## src/rtl/cpu_pkg.sv

```systemverilog
// Shared operation encoding for the program counter / return-address stack.
// The priority order of simultaneous commands lives in sel_op below.
package cpu_pkg;

    typedef enum logic [2:0] {
        OP_HOLD  = 3'd0,
        OP_INC   = 3'd1,
        OP_REL   = 3'd2,
        OP_LOAD  = 3'd3,
        OP_CALL  = 3'd4,
        OP_RET   = 3'd5,
        OP_STALL = 3'd6
    } op_e;

    // stall > ret > call > pcload > pcrel > pcinc > hold
    function automatic op_e sel_op(input logic stall, input logic ret, input logic call,
                                   input logic pcload, input logic pcrel, input logic pcinc);
        if (stall)       return OP_STALL;
        else if (ret)    return OP_RET;
        else if (call)   return OP_CALL;
        else if (pcload) return OP_LOAD;
        else if (pcrel)  return OP_REL;
        else if (pcinc)  return OP_INC;
        else             return OP_HOLD;
    endfunction

endpackage

```

## src/rtl/pc_ras_stack.sv

```systemverilog
// LIFO storage and occupancy counter for return addresses.
// The caller guarantees push only when not full and pop only when not empty.
module pc_ras_stack #(
    parameter int AW    = 16,
    parameter int DEPTH = 8
) (
    input  logic                         clk,
    input  logic                         rst,
    input  logic                         push,
    input  logic                         pop,
    input  logic [AW-1:0]                push_data,
    output logic [AW-1:0]                top,
    output logic [$clog2(DEPTH+1)-1:0]   level,
    output logic                         full,
    output logic                         empty
);
    localparam int LW = $clog2(DEPTH+1);
    localparam int IW = $clog2(DEPTH);

    logic [AW-1:0] mem [DEPTH];
    logic [LW-1:0] cnt;
    logic [LW-1:0] top_idx;

    // Storage is deliberately left without reset; it is unobservable at level 0.
    always_ff @(posedge clk) begin
        if (push) mem[cnt[IW-1:0]] <= push_data;
    end

    always_ff @(posedge clk or negedge rst) begin
        if (!rst)      cnt <= '0;
        else if (push) cnt <= cnt + LW'(1);
        else if (pop)  cnt <= cnt - LW'(1);
    end

    assign top_idx = cnt - LW'(1);
    assign top     = mem[top_idx[IW-1:0]];
    assign level   = cnt;
    assign full    = (cnt == LW'(DEPTH));
    assign empty   = (cnt == '0);

endmodule

```

## src/rtl/pc_ras.sv

```systemverilog
// Program counter with call/return stack and sticky overflow/underflow flags.
// dout, error flags and operation selection live here; the LIFO is pc_ras_stack.
module pc_ras
    import cpu_pkg::*;
#(
    parameter int            AW      = 16,
    parameter int            DEPTH   = 8,
    parameter logic [AW-1:0] RST_VEC = '0
) (
    input  logic                         clk,
    input  logic                         rst,
    input  logic [AW-1:0]                din,
    input  logic                         pcload,
    input  logic                         pcinc,
    input  logic                         pcrel,
    input  logic                         call,
    input  logic                         ret,
    input  logic                         stall,
    input  logic                         clr_err,
    output logic [AW-1:0]                dout,
    output logic [$clog2(DEPTH+1)-1:0]   level,
    output logic                         full,
    output logic                         empty,
    output logic                         ovf_err,
    output logic                         unf_err
);
    op_e           op;
    logic          push;
    logic          pop;
    logic [AW-1:0] top;

    assign op   = sel_op(stall, ret, call, pcload, pcrel, pcinc);
    assign push = (op == OP_CALL) && !full;
    assign pop  = (op == OP_RET)  && !empty;

    pc_ras_stack #(.AW(AW), .DEPTH(DEPTH)) u_stack (
        .clk       (clk),
        .rst       (rst),
        .push      (push),
        .pop       (pop),
        .push_data (dout + AW'(1)),
        .top       (top),
        .level     (level),
        .full      (full),
        .empty     (empty)
    );

    always_ff @(posedge clk or negedge rst) begin
        if (!rst) begin
            dout    <= RST_VEC;
            ovf_err <= 1'b0;
            unf_err <= 1'b0;
        end else begin
            // Clear first so that an error set later in this cycle wins.
            if (op != OP_STALL && clr_err) begin
                ovf_err <= 1'b0;
                unf_err <= 1'b0;
            end
            case (op)
                OP_RET:  if (empty) unf_err <= 1'b1; else dout <= top;
                OP_CALL: if (full)  ovf_err <= 1'b1; else dout <= din;
                OP_LOAD: dout <= din;
                OP_REL:  dout <= dout + din;
                OP_INC:  dout <= dout + AW'(1);
                default: ;
            endcase
        end
    end

endmodule

```

## config.mk

```make
export PLATFORM = sky130hd
export DESIGN_NAME = pc_ras
export DESIGN_NICKNAME = d
export VERILOG_FILES = /design/src/rtl/cpu_pkg.sv /design/src/rtl/pc_ras_stack.sv /design/src/rtl/pc_ras.sv
export SDC_FILE = /design/constraint.sdc
export NUM_CORES = 1
export LEC_CHECK = 0
export ABC_AREA = 1
export BUFFER_PORTS_ARGS = -buffer_cell sky130_fd_sc_hd__buf_2
export CAP_MARGIN = 20
export CORE_MARGIN = 5
export CORE_UTILIZATION = 40
export DETAILED_ROUTE_END_ITERATION = 10
export HOLD_SLACK_MARGIN = 0.12
export PLACE_DENSITY_LB_ADDON = 0.25
export SLEW_MARGIN = 20
export SYNTH_ARGS = -nofsm -noshare
export SYNTH_HDL_FRONTEND = slang
export SYNTH_SLANG_ARGS = --single-unit
```

## constraint.sdc

```tcl
create_clock -name clk -period 2.8 [get_ports clk]
set_input_delay 0.28 -clock clk [delete_from_list [all_inputs] [get_ports clk]]
set_output_delay 0.28 -clock clk [all_outputs]
set_load 0.02 [all_outputs]
```

Yosys cells after proc, flatten, opt, wreduce, memory -nomap -nowiden
Memory sizes are Yosys's and may differ from the RTL's. Cells that the tools add are included.

Register bits: 22. Bits in latches: 0. RAM bits: 128. ROM bits: 0. Logic and storage cells: 46. Memories: 1.

Add/subtract/negate cells: 4. Multiply operators: 0. Divide/modulo/power cells: 0. $lt $le $gt $ge: 0. Eq/ne operators: 9. Shift-type cells: 0. Multiplexer cells: 19. Bitwise operators: 0. Reduce and logical (&&, ||, !) cells: 9.

Memories: u_stack.mem (depth 8, bits a word 16, read ports 1, clocked after Yosys merged registers in 0, wr ports 1, line pc_ras_stack.sv:20) `logic [AW-1:0] mem [DEPTH];`.

Operator list (count): 16-bit case mux with 5 select lines (1); 16-bit two-way mux (2); 16-bit by 1-bit adder with 16-bit output, second input constant (1); 16-bit adder (1); 1-bit two-way mux (9); 3-bit two-way mux (3); 4-bit two-way mux (2); 3-bit by 2-bit == test with 1-bit output, second input constant (2); 3-bit == test, second input constant (2); 5-bit nonzero test (1); 4-bit by 1-bit adder with 4-bit output, second input constant (1); 4-bit == test, second input constant (1); 4-bit zero test (1); 2-bit two-way mux (2); 2-bit != test, second input constant (2); 4-bit by 1-bit subtractor with 4-bit output, second input constant (1); 3-bit by 1-bit == test with 1-bit output, second input constant (1); 1-bit logical AND (3); 3-bit != test, second input constant (1); 3-bit AND reduction (1); 1-bit zero test (2); 2-bit nonzero test (1).

Logic depth before layout (Yosys ltp)
Depth in word-level cells: 11. Depth in mapped cells: 14. Depth with buffers taken out: 13.

By module
A second synthesis with hierarchy kept.

Cells, all modules: 1105. Area, all modules: 8583.2 um^2.

Modules (own cells, without submodules): pc_ras_stack (instances 1, cells each 606, area each 5895.7 um^2, seq. area each 3943.8 um^2); pc_ras (instances 1, cells each 499, area each 2687.6 um^2, seq. area each 450.4 um^2).

Worst setup path before layout
No wires, ideal clock.

Path type: register to register. Start point: register u_stack.cnt[0] (netlist: u_stack.level[0]). End point: memory u_stack.mem[1][0], enable pin. Data arrival time: 2873 ps. Required time: 2391 ps. Setup slack: -482 ps. Cell stages (with the launch flop): 10. Cells stage by stage: dfrtp_1 > inv_2 > buf_2 > buf_2 > ha_1 > nand2_1 > nor2_1 > nor2_2 > nand2_1 > nor3_1.

Cells in the longest elaborated chain, start to end: 5.

RTL lines: from (decl) (line pc_ras_stack.sv:21) `logic [LW-1:0] cnt;`; from (signal assigned) (line pc_ras_stack.sv:31) `else if (push) cnt <= cnt + LW'(1);`; from (signal assigned) (line pc_ras_stack.sv:32) `else if (pop) cnt <= cnt - LW'(1);`; 4-bit == test (line pc_ras_stack.sv:38) `assign full = (cnt == LW'(DEPTH));`; named net full (line pc_ras.sv:22) `output logic full,`; 1-bit zero test (line pc_ras.sv:33) `assign push = (op == OP_CALL) && !full;`; 1-bit logical AND (line pc_ras.sv:33); 1-bit two-way mux (line pc_ras_stack.sv:26) `if (push) mem[cnt[IW-1:0]] <= push_data;`; 1-bit two-way mux (not written as such) (line pc_ras_stack.sv:26); to (decl) (line pc_ras_stack.sv:20).

The timed path passes the listed nets, and every way through them passes these cells.

Worst setup path in the final report
Start point: register u_stack.cnt[1] (netlist: u_stack.level[1]). End point: memory u_stack.mem[7][15], enable pin.

Cells in the longest elaborated chain, start to end: 5.

RTL lines (line): 4-bit == test (pc_ras_stack.sv:38); 1-bit zero test (pc_ras.sv:33); 1-bit logical AND (pc_ras.sv:33); 1-bit two-way mux (pc_ras_stack.sv:26); 1-bit two-way mux (not written as such) (pc_ras_stack.sv:26).

Parallel ways exist; a longest one is shown, timed or not.

==> qor.csv <==
stage;metric;value;unit
outcome;outcome;finished, final reports clean;
clock_network;# clock sinks;150;
routing;initial DRC count;465;
routing;DR DRC count;0;
floorplan;Row Count;51;
grt;Total GRT Usage;0.184;
worst_setup_path;crit path launch type;flop;
floorplan;Die Width;150;um
timing;fin worst setup slack;0.622;ns
grt;largest net degree at the start of global routing;68;
clock_network;root buf cell;clkbuf_16;
grt;gr ovfl total;0;
timing;Hold Violations, Final;0;
worst_setup_path;Critical Path RT;2.89;ns
timing;f_max;459;MHz
worst_setup_path;crit-path max FO;16;
floorplan;DIE HEIGHT;150;um
timing;max-slew violations;0;
grt;initial antenna violation count;0;
clock_network;Clock transition at path regs;0.06;ns
timing;Worst Clk Skew;0.0107;ns
final_layout;most frequent cells in the layout;nand2_1 (343), nand3_1 (138), edfxtp_1 (128);
yosys;Gate Count Post-Synth;915;
timing;Final TNS setup;0;ns
clock_network;post_cts resized;0;
yosys;FF+latch count, synth;150;
worst_setup_path;Setup crit start;u_stack.level[1];
routing;Final Routed Wirelength;20000;um
timing;crit path time final;2.18;ns
clock_network;CTS tree;built;
final_layout;multi-input logic area;0.00302;sq mm
floorplan;IO Pins;49;
routing;DR WL/cell;16.0;um
placed_design;dpl hpwl;14100;um
timing;Period Utilization, post-route;0.778;
timing;Slew @ Worst Pin;0.837;ns
power_and_ir_drop;Leak;3.99;nW
worst_setup_path;reg-to-reg endpoint;u_stack.mem[7][15];
clock_network;clock buffer depth;2;
power_and_ir_drop;worst ir drop on vdd;0.615;mV
flow_run;max-cap violations;0;
worst_setup_path;crit end category;flop;
timing;Final Setup Violations;0;
worst_setup_path;Setup crit end;u_stack.mem[7][15];
yosys;Post-Syn Area;0.00788;sq mm
floorplan;Initial Utilization;0.405;
worst_setup_path;Crit Reg-Reg Startpoint;u_stack.level[1];
yosys;Unique masters post-synth;33;
routing;Pre-antenna DRT Iters;5;
worst_setup_path;WS Path Type;reg -> reg;
placed_design;post-place setup slack;0.625;ns
clock_network;Worst-Skew Late Latency;0.41;ns
grt;vias in the first global route;5849;
floorplan;die area;0.0226;sq mm
timing;RSZ-0062 raised after global routing;false;
power_and_ir_drop;pwr dens;1150;mW/mm^2
worst_hold_path;HP Class;in -> reg;
routing;antenna-violating nets left;0;
final_layout;sequential cell area;0.00440;sq mm
yosys;synthesized net count;959;
grt;first-pass GRT wire length;31900;um
yosys;Avg Synthesized Cell Area;8.61;sq um
final_layout;Net count, final;1017;
worst_setup_path;Arrival @ worst endpoint;2.27;ns
final_layout;commonest non-fill, non-tap cell in the layout;nand2_1;
placed_design;gpl congestion;0.885;
routing;average vias per placed instance;5.01;
yosys;Ys Warns;0;
clock_network;CTS H-tree depth;4;
yosys;sequential area share after synthesis;0.557;
final_layout;Filler Cell Count;1891;
worst_setup_path;Reg2Reg Setup Slack;0.62;ns
final_layout;ant diodes;0;
worst_setup_path;Reg2Reg Depth;8;
floorplan;core footprint;0.0195;sq mm
clock_network;total CTS buffers;17;
final_layout;area growth from synthesis to layout;16.0;%
timing;relative slew slack;0.440;
routing;via count;6264;
placed_design;Buffers on Ports;48;
final_layout;layout cell share with drive strength beyond 1;0.124;
[registers in the layout, summed over array words and instances, names as in the netlist]
signal	flops
ovf_err	1
dout	16
unf_err	1
u_stack.mem	128
u_stack.level	4
[what timing repair did]
item,4_1_cts,5_1_grt
hold buffers,1,0
buffers inserted,0,0
hold endpoints to repair,22,0
[cells in the mapped netlist (all sizes together)]
| master | count | area, sq um |
|---|---|---|
| nand2 | 347 | 1320 |
| nand3 | 138 | 691 |
| edfxtp | 128 | 3840 |
| inv | 83 | 312 |
| nor2 | 79 | 302 |
| dfrtp | 22 | 551 |
| buf | 19 | 120 |
| ha | 18 | 225 |
| a21oi | 15 | 75.1 |
| o21ai | 15 | 93.9 |
| clkbuf | 12 | 45.0 |
| xor2 | 9 | 78.8 |
| nand4 | 7 | 43.8 |
| nand3b | 5 | 37.5 |
| nor3 | 5 | 25.0 |
| and2 | 3 | 18.8 |
| xnor2 | 3 | 45.1 |
| or2 | 2 | 12.5 |
| clkinv | 1 | 3.75 |
| fa | 1 | 20.0 |
| o21bai | 1 | 7.51 |
| o221ai | 1 | 8.76 |
| o22ai | 1 | 6.26 |
[area by class of cell]
| cell class | instances | area share |
|---|---|---|
| Sequential cell | 150 | 0.481 |
| Multi-Input combinational cell | 650 | 0.331 |
| Clock buffer | 19 | 0.0484 |
| Clock inverter | 13 | 0.0249 |
| Tap cell | 265 | 0.0363 |
| Inverter | 84 | 0.0345 |
| Timing Repair Buffer | 70 | 0.0446 |
[cell families after synthesis]
logic type      count (synthesis)  share of synthesized area
simple gates                  586                      0.310
flops                         150                      0.557
buf+inv                       115                     0.0610
compound gates                 33                     0.0243
fa+ha+maj                      19                     0.0311
xor+xnor                       12                     0.0157
[worst max-delay path, cell delays in order, from the launching register on]
cell and delay, ns:
dfrtp_1 0.46, inv_1 0.11, ha_1 0.27, nand2_1 0.15, nor2_1 0.08, nor2_2 0.19
nand2_1 0.16, nor2_2 0.16, buf_4 0.28
[worst min path at each step]
stage | from | to | slack [ns] | cells after the start
floorplan | rst | dout[0] | -0.02 | 0
CTS | stall | ovf_err | 0.16 | 3
global route | stall | ovf_err | 0.17 | 3
detailed placement | rst | ovf_err | 0.30 | 1
global placement | rst | ovf_err | 0.29 | 1
finish | stall | unf_err | 0.16 | 3
[power by group]
group          internal (mW)  total (mW)  switching, mW
sequential              2.97        3.27          0.308
clock                   1.69        2.56          0.872
combinational           1.43        4.68           3.25
total                   6.09        10.5           4.43
[stage by stage]
| stage | hold WS [ns] | util | total power, mW | instance area (sq um) | std cells |
|---|---|---|---|---|---|
| 2_1_floorplan | -0.0156 | - | 6.47 | 7900 | 915 |
| 3_3_place_gp | 0.289 | 0.435 | 7.99 | 8460 | 1218 |
| 3_5_place_dp | 0.298 | 0.435 | 8.02 | 8460 | 1218 |
| 4_1_cts | 0.160 | 0.470 | 10.6 | 9140 | 1251 |
| 5_1_grt | 0.175 | 0.470 | 11.3 | 9140 | 1251 |
| 6_report | 0.163 | 0.470 | 10.5 | 9140 | 1251 |
[layer usage]
metal  up-vias  wire length (um)  GRT usage
met1      2949              9500      0.268
met2       164              9200      0.283
met3        23               982     0.0334
met4         0               277     0.0489
met5         -                 0          0
li1       3128                 -          -
Power figures use the tool's default switching activity.
